File: src/rtl/uart_prog_loader.sv
// UART (8N1) boot-image loader: packs received bytes into little-endian words,
// writes them to instruction memory and holds the core in reset until the end marker.
module uart_prog_loader #(
  parameter int          CLKS_PER_BIT = 347,
  parameter int          ADDR_W       = 12,
  parameter logic [31:0] END_WORD     = 32'h0000_0FFF
) (
  input  logic              wb_clk_i,
  input  logic              wb_rst_i,
  input  logic              rx_serial,
  output logic              loader_ready,
  output logic              mem_we,
  output logic [ADDR_W-1:0] mem_addr,
  output logic [31:0]       mem_wdata,
  output logic              core_rst,
  output logic              prog_done,
  output logic              frame_err,
  output logic              overflow
);

  localparam int CNT_W = $clog2(CLKS_PER_BIT);
  localparam logic [CNT_W-1:0]  BIT_LAST  = CNT_W'(CLKS_PER_BIT - 1);
  localparam logic [CNT_W-1:0]  BIT_HALF  = CNT_W'(CLKS_PER_BIT / 2);
  localparam logic [CNT_W-1:0]  CNT_ONE   = CNT_W'(1);
  localparam logic [ADDR_W-1:0] ADDR_LAST = {ADDR_W{1'b1}};
  localparam logic [ADDR_W-1:0] ADDR_ONE  = ADDR_W'(1);

  typedef enum logic [2:0] {S_IDLE, S_START, S_DATA, S_STOP, S_CLEANUP} rx_state_e;

  rx_state_e         state_q;
  logic              sync1_q, sync2_q;
  logic [CNT_W-1:0]  cnt_q;
  logic [2:0]        bit_q;
  logic [7:0]        shift_q, byte_q;
  logic              byte_valid_q, frame_bad_q;

  logic [1:0]        bcnt_q;
  logic [31:0]       word_q, word_d;
  logic [ADDR_W-1:0] addr_q, mem_addr_q;
  logic [31:0]       mem_wdata_q;
  logic              full_q, mem_we_q, core_rst_q, prog_done_q;
  logic              frame_err_q, overflow_q, loader_ready_q;

  // Two-flop synchroniser; idles high so reset cannot fake a start bit
  always_ff @(posedge wb_clk_i) begin
    if (wb_rst_i) begin
      sync1_q <= 1'b1;
      sync2_q <= 1'b1;
    end else begin
      sync1_q <= rx_serial;
      sync2_q <= sync1_q;
    end
  end

  // Receive FSM: start-bit check at half a bit, then one sample per bit time
  always_ff @(posedge wb_clk_i) begin
    if (wb_rst_i) begin
      state_q      <= S_IDLE;
      cnt_q        <= '0;
      bit_q        <= 3'd0;
      shift_q      <= 8'd0;
      byte_q       <= 8'd0;
      byte_valid_q <= 1'b0;
      frame_bad_q  <= 1'b0;
    end else begin
      byte_valid_q <= 1'b0;
      frame_bad_q  <= 1'b0;
      case (state_q)
        S_IDLE: begin
          if (!sync2_q) begin
            state_q <= S_START;
            cnt_q   <= '0;
          end
        end
        S_START: begin
          if (cnt_q == BIT_HALF) begin
            cnt_q   <= '0;
            bit_q   <= 3'd0;
            state_q <= sync2_q ? S_IDLE : S_DATA;
          end else begin
            cnt_q <= cnt_q + CNT_ONE;
          end
        end
        S_DATA: begin
          if (cnt_q == BIT_LAST) begin
            cnt_q   <= '0;
            shift_q <= {sync2_q, shift_q[7:1]};
            bit_q   <= bit_q + 3'd1;
            if (bit_q == 3'd7) state_q <= S_STOP;
          end else begin
            cnt_q <= cnt_q + CNT_ONE;
          end
        end
        S_STOP: begin
          if (cnt_q == BIT_LAST) begin
            cnt_q   <= '0;
            state_q <= S_CLEANUP;
            if (sync2_q) begin
              byte_valid_q <= 1'b1;
              byte_q       <= shift_q;
            end else begin
              frame_bad_q <= 1'b1;
            end
          end else begin
            cnt_q <= cnt_q + CNT_ONE;
          end
        end
        S_CLEANUP: begin
          if (sync2_q) state_q <= S_IDLE;
        end
        default: state_q <= S_IDLE;
      endcase
    end
  end

  // Drop the incoming byte into its little-endian slot of the word being built
  always_comb begin
    word_d = word_q;
    case (bcnt_q)
      2'd0:    word_d[7:0]   = byte_q;
      2'd1:    word_d[15:8]  = byte_q;
      2'd2:    word_d[23:16] = byte_q;
      2'd3:    word_d[31:24] = byte_q;
      default: word_d        = word_q;
    endcase
  end

  // Word assembly, memory write and loader status; frozen once the marker is seen
  always_ff @(posedge wb_clk_i) begin
    if (wb_rst_i) begin
      bcnt_q         <= 2'd0;
      word_q         <= 32'd0;
      addr_q         <= '0;
      full_q         <= 1'b0;
      mem_we_q       <= 1'b0;
      mem_addr_q     <= '0;
      mem_wdata_q    <= 32'd0;
      core_rst_q     <= 1'b1;
      prog_done_q    <= 1'b0;
      frame_err_q    <= 1'b0;
      overflow_q     <= 1'b0;
      loader_ready_q <= 1'b0;
    end else begin
      mem_we_q <= 1'b0;
      if (!prog_done_q) begin
        loader_ready_q <= 1'b1;
        if (frame_bad_q) frame_err_q <= 1'b1;
        if (byte_valid_q) begin
          if (bcnt_q == 2'd3) begin
            bcnt_q <= 2'd0;
            word_q <= 32'd0;
            if (word_d == END_WORD) begin
              prog_done_q    <= 1'b1;
              core_rst_q     <= 1'b0;
              loader_ready_q <= 1'b0;
            end else if (!full_q) begin
              mem_we_q    <= 1'b1;
              mem_addr_q  <= addr_q;
              mem_wdata_q <= word_d;
              // Saturate at the top address instead of wrapping
              if (addr_q == ADDR_LAST) full_q <= 1'b1;
              else                     addr_q <= addr_q + ADDR_ONE;
            end else begin
              overflow_q <= 1'b1;
            end
          end else begin
            bcnt_q <= bcnt_q + 2'd1;
            word_q <= word_d;
          end
        end
      end else begin
        loader_ready_q <= 1'b0;
      end
    end
  end

  assign loader_ready = loader_ready_q;
  assign mem_we       = mem_we_q;
  assign mem_addr     = mem_addr_q;
  assign mem_wdata    = mem_wdata_q;
  assign core_rst     = core_rst_q;
  assign prog_done    = prog_done_q;
  assign frame_err    = frame_err_q;
  assign overflow     = overflow_q;

endmodule

File: config.mk
export PLATFORM = sky130hd
export DESIGN_NAME = uart_prog_loader
export DESIGN_NICKNAME = d
export VERILOG_FILES = /design/src/rtl/uart_prog_loader.sv
export SDC_FILE = /design/constraint.sdc
export NUM_CORES = 1
export LEC_CHECK = 0
export ABC_AREA = 1
export CORE_ASPECT_RATIO = 0.5
export CORE_MARGIN = 2
export CORE_UTILIZATION = 45
export DETAILED_ROUTE_END_ITERATION = 12
export PLACE_DENSITY = 0.76
export SLEW_MARGIN = 20
export SYNTH_ARGS = -nofsm -noshare
export SYNTH_HDL_FRONTEND = slang
export SYNTH_SLANG_ARGS = --single-unit
export TNS_END_PERCENT = 30
File: constraint.sdc
create_clock -name wb_clk_i -period 2.3 [get_ports wb_clk_i]
set_input_delay 0.345 -clock wb_clk_i [delete_from_list [all_inputs] [get_ports wb_clk_i]]
set_output_delay 0.345 -clock wb_clk_i [all_outputs]
set_load 0.03 [all_outputs]
* Word level (Yosys, flattened, before mapping) *
Cells that the tools add are included.

storage, ports and cells
  register bits after elaboration = 132
  input bits = 3
  output and inout bits = 50

operators by class
  $add $sub $neg = 4
  equal/unequal tests = 18
  mux-type cells = 33
  bitwise logic cells = 8
  reductions and logical operators = 20

operators by type and width
  operator                                                                 count
  32-bit by 12-bit equality test with 1-bit output, second input constant  1
  32-bit 2-to-1 mux                                                        1
  8-bit 2-to-1 mux                                                         4
  9-bit 2-to-1 mux                                                         3
  9-bit one-hot mux with 3 select lines                                    1
  3-bit 2-to-1 mux                                                         8
  3-bit one-hot mux with 5 select lines                                    1
  12-bit by 1-bit adder with 12-bit output, second input constant          1
  12-bit equality test, second input constant                              1
  1-bit 2-to-1 mux                                                         12
  2-bit inequality test, second input constant                             6
  6-bit AND reduction                                                      2
  5-bit AND reduction                                                      2
  9-bit by 1-bit adder with 9-bit output, second input constant            1
  9-bit by 8-bit equality test with 1-bit output, second input constant    1
  9-bit equality test, second input constant                               1
  1-bit NOT                                                                8
  2-bit AND reduction                                                      4
  4-bit AND reduction                                                      2
  3-bit by 2-bit equality test with 1-bit output, second input constant    2
  3-bit equality test, second input constant                               2
  3-bit one-hot mux with 2 select lines                                    1
  3-bit AND reduction                                                      2
  5-bit OR reduction                                                       1
  12 further kinds                                                         15

* Depth between registers and ports, before layout *
  depth after elaboration = 7
  depth in mapped cells = 16
  mapped depth without buffers = 14

* Worst setup path before layout *
No wires, ideal clock.

  kind = register to register
  start = register bcnt_q[0]
  end = register mem_wdata_q[2] (netlist: mem_wdata[2])
  arrival = 1,854 ps
  data required time = 2,165 ps
  setup slack = 311 ps
  cell stages (with the launch flop) = 16
  path through = dfxtp_1 -> inv_1 -> ha_1 -> buf_4 -> inv_4 -> nand2_1 -> nand2_1 -> nand2_1 -> nor2_1 -> nand2_1 -> nor2_2 -> nand2_2 -> buf_4 -> buf_6 -> nand4_1 -> a21oi_2

on the way
  longest elaborated chain between the ends = 5

ends and longest elaborated chain
  item                                                                    RTL line  text
  start: declaration                                                      37        logic [1:0] bcnt_q;
  start signal: assignment                                                167       bcnt_q <= bcnt_q + 2'd1;
  2-bit by 1-bit equality test with 1-bit output (tied with other cells)  119       case (bcnt_q)
  8-bit 2-to-1 mux                                                        119
  32-bit by 12-bit equality test with 1-bit output                        152       if (word_d == END_WORD) begin
  1-bit NOT (no line)                                                     --
  5-bit AND reduction (no line)                                           --
  end signal: assignment                                                  159       mem_wdata_q <= word_d;
  end: declaration                                                        40        logic [31:0] mem_wdata_q;

Parallel ways exist; a longest one is shown, timed or not.
A chain may end at the register's enable or synchronous reset.

* Final worst setup path *
  start = register bcnt_q[0]
  end = register mem_wdata_q[25] (netlist: mem_wdata[25])

The elaborated chain is that of the path after synthesis.

==> flow_metrics.tcl <==
set metrics [dict create \
    finish.utilization 0.553 \
    die_w_um 170 \
    portBuffers 52 \
    clockBufferDepth 2 \
    grt_pass1_wl_mm 23.7 \
    worst_slew_pin_slew_ns 0.648 \
    grt_max_degree 78 \
    first_iter_violations 532 \
    clk_root_buffer_cell "clkbuf_16" \
    status "complete, no violations" \
    synth_area_um2 6190 \
    drt-wirelength-per-cell_um 12.8 \
    finalSetupTns_ns 0 \
    die_y_um 87.0 \
    cts.sinks 132 \
    finalCriticalPeriod_ns 2.13 \
    grt-ovfl-total 0 \
    core.rowCount 30 \
    start_util 0.458 \
    rsz0062_at_grt "no" \
    whs_ns 0.398 \
    antenna_left 0 \
    skew_ns 0.00950 \
    nNetsFinal 939 \
    pwr_density_cell_nw_per_um2 668 \
    ctsResizeCount 0 \
    dp_cells 1082 \
    crit_type "register to register" \
    grt_pass1_vias 5247 \
    diodes 0 \
    start_kind "register" \
    ys_types 32 \
    fillers 1235 \
    firstDrtPassIters 5 \
    synthTopCellsByArea "dfxtp_1 (43%), nand2_1 (15%), nand4_1 (6.2%), inv_1 (6.0%), nor2_1 (5.1%)" \
    relSlewSlack 0.567 \
    place_area_um2 6880 \
    drt-total-wl_mm 14.3 \
    setup_ws_ns 0.167 \
    antenna_found_initial 0 \
    cts_tree "built" \
    synthArstFlopShare 0 \
    place.gp.congestion 0.872 \
    syn-num-nets 895 \
    yosysTopAreaCell "dfxtp_1" \
    critPathMaxFanout 15 \
    vias 5712 \
    cts_hold_buf 0 \
    via_per_inst 5.13 \
    yosysTopAreaCellShare 0.427 \
    synth_edf_count 0 \
    peakVddDrop_mv 0.427 \
    crit_path_end_kind "register" \
    maxCapViolations 0 \
    fmax_ghz 0.469 \
    synth_top_flop_cell "dfxtp_1" \
    final-hold-violation-count 0 \
    period_share 0.927 \
    setup_viol 0 \
    total_power_mw 4.99 \
    critPathRequiredTime_ns 2.62 \
    min_path_type "register to register" \
    cp.arrival_ns 2.45 \
    post-cts-setup-buffer-count 0 \
    avgSynthCellArea_um2 7.02 \
    core_region_area_um2 13500 \
    syn_inst 882 \
    htreeDepth 4 \
    fin_cells 1114 \
    synth-seq-cells 132 \
    io_pins 53 \
    maxSlewViolCount 0 \
    remaining_drc_errors 0 \
    drive_gt1_frac 0.127 \
    design_area_um2 7480 \
    yosys_warnings 0 \
    syn2layout_area_growth_pct 20.7 \
    grt_usage 0.198 \
    pre_cts_ws_ns 0.0335 \
    cts_buffers 17 \
    p_leak_nw 2.98 \
    fp.dieArea_um2 14800 \
    clk_latency_ns 0.42 \
    dp_hpwl_mm 9.55 \
    clkTransAtPathRegs_ns 0.06 \
    yosysSeqAreaShare 0.427 \
]
[area by class of cell]
class | instances | area [um2] | area share
Clock inverter | 9 | 82.6 | 0.0110
Multi-Input combinational cell | 593 | 2920 | 0.391
Timing Repair Buffer | 72 | 737 | 0.0986
Tap cell | 176 | 220 | 0.0295
Sequential cell | 132 | 2640 | 0.354
Clock buffer | 22 | 454 | 0.0608
Inverter | 110 | 418 | 0.0559
[cells in the mapped netlist (9+ instances only)]
cell / n
clkbuf_1: 22
nand3_1: 25
nand4_1: 61
nand2_2: 20
a21oi_2: 19
a21oi_1: 60
inv_1: 99
dfxtp_1: 132
nor2_1: 84
ha_1: 10
o21ai_0: 26
inv_2: 9
nand2_1: 246
xor2_1: 10
nor3_1: 11
buf_1: 9
[registers in the layout (all words and copies together) (netlist names)]
| register | cells |
|---|---|
| cnt_q | 9 |
| word_q | 32 |
| mem_we | 1 |
| mem_wdata | 32 |
| prog_done | 1 |
| byte_valid_q | 1 |
| bit_q | 3 |
| bcnt_q | 2 |
| core_rst | 1 |
| mem_addr | 12 |
| addr_q | 12 |
| byte_q | 8 |
| state_q | 3 |
| overflow | 1 |
| frame_err | 1 |
| shift_q | 8 |
| sync1_q | 1 |
| frame_bad_q | 1 |
| full_q | 1 |
| loader_ready | 1 |
| sync2_q | 1 |
[worst max-delay path: stages, from the launching register on]
cell	delay (ns)
dfxtp_2	0.34
inv_2	0.08
ha_2	0.20
buf_4	0.17
nand2_1	0.09
nand2_1	0.10
nand2_1	0.07
nor2_2	0.17
nand2_1	0.09
nor2_2	0.15
nand2_4	0.10
nand3_4	0.12
clkbuf_16	0.20
nand2_1	0.07
inv_2	0.04
nor2_1	0.03
[power by group]
group	switching (mW)	total (mW)	internal, mW
Sequential	0.0187	2.33	2.31
Combinational	0.126	0.179	0.0533
Clock	0.984	2.49	1.50
[layout by cell type, fill, tap and decap left out, drive strengths merged]
cell           instances
a31oi                  1
nor2                  88
nor4                   2
or2                    2
buf                   20
o211ai                 1
nand4                 61
xnor2                  2
inv                  110
xor2                  10
dfxtp                132
nor3                  11
nor3b                  1
a21oi                 79
clkbuf                23
clkdlybuf4s50         51
clkinv                 6
o21ai                 31
ha                    10
clkinvlp               2
nand3                 27
nand2                266
o21a                   1
bufinv                 1
[per-layer routing]
metal / vias up / share of wire / track usage / wire length [um]
met5: - / 0 / 0 / 0
met4: 0 / 0.014 / 0.0715 / 194
met3: 19 / 0.057 / 0.0409 / 810
met2: 177 / 0.47 / 0.335 / 6650
met1: 2617 / 0.46 / 0.252 / 6620
li1: 2899 / - / - / -
[cell families (layout without fill, tap and decap cells)]
family          count (synthesis)  in the layout  synth area share
compound gates                113            113             0.104
xor+xnor                       12             12            0.0170
fa+ha+maj                      10             10            0.0202
buf+inv                       157            213             0.108
flops                         132            132             0.427
simple gates                  458            458             0.325
[path summary, 6_finish.rpt]
check	to	slack [ns]	from	cells past startpoint
worst max register to register	mem_wdata[25]$_SDFFE_PP0P_	0.17	bcnt_q[0]$_SDFFE_PP0P_	15
worst min register to register	sync2_q$_SDFF_PP1_	0.40	sync1_q$_SDFF_PP1_	1
worst min-delay path	sync2_q$_SDFF_PP1_	0.40	sync1_q$_SDFF_PP1_	1
worst max-delay path	mem_wdata[25]$_SDFFE_PP0P_	0.17	bcnt_q[0]$_SDFFE_PP0P_	15
No activity file was read; power rests on OpenSTA's default activity.
